<file path="config.mk">
export PLATFORM = sky130hd
export DESIGN_NAME = imm_ext_pipe
export DESIGN_NICKNAME = d
export VERILOG_FILES = /design/src/rtl/imm_ext_pipe.sv
export SDC_FILE = /design/constraint.sdc
export NUM_CORES = 1
export LEC_CHECK = 0
export BUFFER_PORTS_ARGS = -buffer_cell sky130_fd_sc_hd__buf_2
export CAP_MARGIN = 30
export CORE_ASPECT_RATIO = 2
export CORE_MARGIN = 2
export CORE_UTILIZATION = 50
export DETAILED_ROUTE_END_ITERATION = 8
export PLACE_DENSITY = 0.77
export SYNTH_ARGS = -nofsm -noshare
export SYNTH_HDL_FRONTEND = slang
export SYNTH_SLANG_ARGS = --single-unit
</file>
<file path="constraint.sdc">
create_clock -name clk -period 1.95 [get_ports clk]
set_clock_uncertainty 0.05 [all_clocks]
set_input_delay 0 -clock clk [delete_from_list [all_inputs] [get_ports clk]]
set_output_delay 0 -clock clk [all_outputs]
set_load 0.05 [all_outputs]
</file>
<file path="src/rtl/imm_ext_pipe.sv">
// Immediate generator for the RV datapath: decodes instruction bits [31:7] into an
// XLEN-wide immediate behind a 2-entry valid/ready elastic buffer (output reg + skid reg).
module imm_ext_pipe #(
  parameter int unsigned XLEN    = 32,
  parameter int unsigned SHAMT_W = 5
) (
  input  logic            clk,
  input  logic            rst,
  input  logic [24:0]     imm_in,
  input  logic [2:0]      imm_src,
  input  logic            in_valid,
  output logic            in_ready,
  output logic [XLEN-1:0] imm_out,
  output logic            imm_err,
  output logic            out_valid,
  input  logic            out_ready
);

  localparam logic [2:0] SRC_I     = 3'd0;
  localparam logic [2:0] SRC_S     = 3'd1;
  localparam logic [2:0] SRC_B     = 3'd2;
  localparam logic [2:0] SRC_J     = 3'd3;
  localparam logic [2:0] SRC_U     = 3'd4;
  localparam logic [2:0] SRC_Z     = 3'd5;
  localparam logic [2:0] SRC_SHAMT = 3'd6;

  logic            or_valid_q, or_valid_d;
  logic [XLEN-1:0] or_data_q, or_data_d;
  logic            or_err_q, or_err_d;
  logic            sk_valid_q, sk_valid_d;
  logic [XLEN-1:0] sk_data_q, sk_data_d;
  logic            sk_err_q, sk_err_d;
  logic            in_ready_q, in_ready_d;

  logic            sgn_c;
  logic [31:0]     imm32_c;
  logic [XLEN-1:0] ext_c;
  logic            err_c;
  logic            accept_c;
  logic            consume_c;

  // Formats I/S/B/J/U are built as 32-bit values (sign at bit 31) then sign-extended.
  always_comb begin
    sgn_c   = imm_in[24];
    imm32_c = 32'd0;
    ext_c   = '0;
    err_c   = 1'b0;
    unique case (imm_src)
      SRC_I: imm32_c = {{20{sgn_c}}, imm_in[24:13]};
      SRC_S: imm32_c = {{20{sgn_c}}, imm_in[24:18], imm_in[4:0]};
      SRC_B: imm32_c = {{20{sgn_c}}, imm_in[0], imm_in[23:18], imm_in[4:1], 1'b0};
      SRC_J: imm32_c = {{12{sgn_c}}, imm_in[12:5], imm_in[13], imm_in[23:14], 1'b0};
      SRC_U: imm32_c = {imm_in[24:5], 12'd0};
      default: imm32_c = 32'd0;
    endcase
    if (imm_src == SRC_Z) begin
      ext_c = XLEN'(imm_in[12:8]);
    end else if (imm_src == SRC_SHAMT) begin
      ext_c = XLEN'(imm_in[SHAMT_W+12:13]);
    end else if (imm_src == 3'd7) begin
      err_c = 1'b1;
    end else begin
      ext_c = XLEN'($signed(imm32_c));
    end
  end

  assign accept_c  = in_valid && in_ready_q;
  assign consume_c = or_valid_q && out_ready;

  // Next-state for the output/skid pair; accept never coincides with a full skid.
  always_comb begin
    or_valid_d = or_valid_q;
    or_data_d  = or_data_q;
    or_err_d   = or_err_q;
    sk_valid_d = sk_valid_q;
    sk_data_d  = sk_data_q;
    sk_err_d   = sk_err_q;
    if (consume_c) begin
      if (sk_valid_q) begin
        or_data_d  = sk_data_q;
        or_err_d   = sk_err_q;
        sk_valid_d = 1'b0;
      end else begin
        or_valid_d = 1'b0;
      end
    end
    if (accept_c) begin
      if (!or_valid_q || consume_c) begin
        or_valid_d = 1'b1;
        or_data_d  = ext_c;
        or_err_d   = err_c;
      end else begin
        sk_valid_d = 1'b1;
        sk_data_d  = ext_c;
        sk_err_d   = err_c;
      end
    end
    in_ready_d = !sk_valid_d;
  end

  always_ff @(posedge clk or posedge rst) begin
    if (rst) begin
      or_valid_q <= 1'b0;
      or_data_q  <= '0;
      or_err_q   <= 1'b0;
      sk_valid_q <= 1'b0;
      sk_data_q  <= '0;
      sk_err_q   <= 1'b0;
      in_ready_q <= 1'b1;
    end else begin
      or_valid_q <= or_valid_d;
      or_data_q  <= or_data_d;
      or_err_q   <= or_err_d;
      sk_valid_q <= sk_valid_d;
      sk_data_q  <= sk_data_d;
      sk_err_q   <= sk_err_d;
      in_ready_q <= in_ready_d;
    end
  end

  assign in_ready  = in_ready_q;
  assign out_valid = or_valid_q;
  assign imm_out   = or_data_q;
  assign imm_err   = or_err_q;

endmodule

</file>
==> reports/metrics.csv <==
metric;value;unit
Sequential Power Share;0.346;
Internal;4160;uW
crit path DAT;1820;ps
ys flop type;dfrtp_1;
H-tree levels;3;
Critical Path End Type;flip-flop;
num rows;44;
post-synthesis instance area;3630;sq um
Worst-path clk slew;50;ps
Hold/Removal Path Class;in -> reg;
crit path time final;1630;ps
Detail Placement HPWL;5440;um
ANT cells;0;
largest net degree at the start of global routing;70;
CTS tree;done;
Routed WL per cell;16.5;um
Post-CTS Resized;0;
Synth Instances;328;
top-count cell post-synth;dfrtp_1;
Core Area;7160;sq um
main area contributors after synthesis;dfrtp_1 47%, mux2i_1 16%, and4b_1 3.6%;
ys async rst share;1.00;
Max transition margin;0.566;
layout cells sized above 1;0.266;
syn nets;360;
WL final;8120;um
WP data required;2140;ps
Nets;426;
die width;64.3;um
crit-path cells;nand2b_1 > nand2_8 > mux2i_1;
RSZ-0062 raised after global routing;no;
synthesis-to-layout area growth;22.1;%
Hold Fails Final Rpt;0;
I/O Buffers;66;
GRT Total Usage;0.217;
die area;8000;sq um
Worst Path Max Fanout;28;
I/O Pins;67;
Clock power frac;0.240;
max-slew violations;0;
Unique masters post-synth;35;
vias in the first global route;2856;
Area after DPL;3970;sq um
Worst path top cell family by delay;simple AND/OR/NAND/NOR gates;
outcome;complete, no violations;
DRT antenna net count;0;
critical setup path kind;reg -> reg;
first-pass GRT wire length;13500;um
DRC viols;0;
post-synth top area share;0.468;
via count;2801;
crit path launch type;flip-flop;
sequential share of the synthesized area;0.476;
Yosys reg bits;69;
Via density;5.70;
worst slew pin tran;648;ps
setup_tns;0;ps
switching share of power;0.424;
drt first pass iters;4;
Peak VDD IR;0.831;mV
Synth Area per Inst;11.1;sq um
warnings from Yosys;0;
initial antenna violation count;0;
Starting DRT DRC Count;139;
Initial Util;0.508;
total clock buffers created by CTS;9;
Period Utilization, post-route;0.833;
Lkg Pwr;0.00231;uW
grt ovf;0;
Pwr per Cell Area;1630;nW/um^2
Max Freq;615;MHz
Layout Cell Area excl Fill;4440;sq um
Root Buffer;clkbuf_16;
slowest cell on the critical path;dfrtp_1;
critical path's largest stage delay;540;ps
max cap viols;0;
Worst-Skew Late Latency;330;ps
CTS sink count;69;
endpoints failing setup;0;
Combinational Power Share;0.414;
Die Span Y;125;um
leading cell types by count after synthesis;68 x dfrtp_1, 57 x mux2i_1, 31 x nand2_1;
Yosys top cell by area;dfrtp_1;
EDFF count, synth;0;
P_sw;3060;uW
worst path buffer plus inverter count;0;
placer congestion estimate;0.789;
Longest Clk Path Bufs;2;
[layout make-up]
| cell class | count | area [sq um] |
|---|---|---|
| Clock buffer | 14 | 294 |
| Tap cell | 92 | 115 |
| Inverter | 2 | 7.51 |
| Multi-Input combinational cell | 228 | 1720 |
| Fill cell | 573 | 2720 |
| Sequential cell | 69 | 1730 |
| Timing Repair Buffer | 84 | 536 |
| Clock inverter | 2 | 37.5 |
[stage by stage]
stage	util	hold WS, ps	cells	total power [uW]	setup WS [ps]
2_1_floorplan	-	101	328	4780	162
3_3_place_gp	0.555	41.7	462	5360	421
3_5_place_dp	0.555	52.0	462	5500	386
4_1_cts	0.620	11.6	491	7280	332
5_1_grt	0.620	45.6	491	7600	223
6_report	0.620	15.5	491	7220	325
[final timing paths]
path | slack (ps) | end | cells past startpoint | startpoint
min in group asynchronous | 240 | imm_out[9] | 4 | rst
hold reg to reg | 430 | sk_err_q | 2 | sk_err_q
hold / removal | 20 | imm_out[21] | 3 | imm_in[14]
setup / recovery | 320 | imm_out[13] | 3 | out_valid
setup reg to reg | 320 | imm_out[13] | 3 | out_valid
max in group asynchronous | 1280 | in_ready | 4 | rst
[sequential cells by signal, indices dropped and copies added (netlist names)]
register / count
imm_out: 32
sk_data_q: 32
imm_err: 1
in_ready: 1
out_valid: 1
sk_err_q: 1
sk_valid_q: 1
[tightest hold or removal path: stages]
cell	delay, ps
buf_2	120
a21oi_1	100
mux2i_1	130
[power by group through the flow]
| stage | combinational [uW] | clock (uW) | sequential, uW |
|---|---|---|---|
| floorplan | 1190 | 0 | 3590 |
| detailed placement | 2980 | 0 | 2520 |
| finish | 2990 | 1730 | 2500 |
| global placement | 2890 | 0 | 2470 |
| CTS | 3010 | 1760 | 2500 |
| global route | 3200 | 1820 | 2590 |
[layout by cell type, fill, tap and decap left out, types with 9 or more instances in the layout]
cell | netlist | final
mux2_2 | 9 | 9
and4b_1 | 13 | 13
nand2_1 | 31 | 31
a31oi_1 | 14 | 14
o21ai_0 | 19 | 19
dlygate4sd3_1 | 0 | 13
a21oi_1 | 12 | 12
mux2i_1 | 57 | 57
clkbuf_16 | 0 | 9
buf_2 | 11 | 66
dfrtp_1 | 68 | 68
o21ai_1 | 11 | 11
[layer usage]
metal | share of wire | track usage | wire [um]
met3 | 0.049 | 0.0542 | 397
met4 | 0.031 | 0.0989 | 250
met2 | 0.53 | 0.369 | 4280
met1 | 0.39 | 0.250 | 3200
met5 | 0 | 0 | 0
[logic make-up (layout without fill, tap and decap cells)]
| group | count (synthesis) | in the layout | synth area share |
|---|---|---|---|
| multiplexers | 66 | 66 | 0.185 |
| flip-flops | 69 | 69 | 0.476 |
| AND/OR/NAND/NOR | 95 | 95 | 0.181 |
| buffers and inverters | 31 | 102 | 0.0513 |
| AO/OA/AOI/OAI | 67 | 67 | 0.107 |
[what timing repair did]
item | in CTS | in global routing
setup buffers | 0 | 0
hold endpoints to repair | 103 | 0
hold buffers | 13 | 0
endpoints found under the setup margin | 0 | 0
Power figures use the tool's default switching activity.
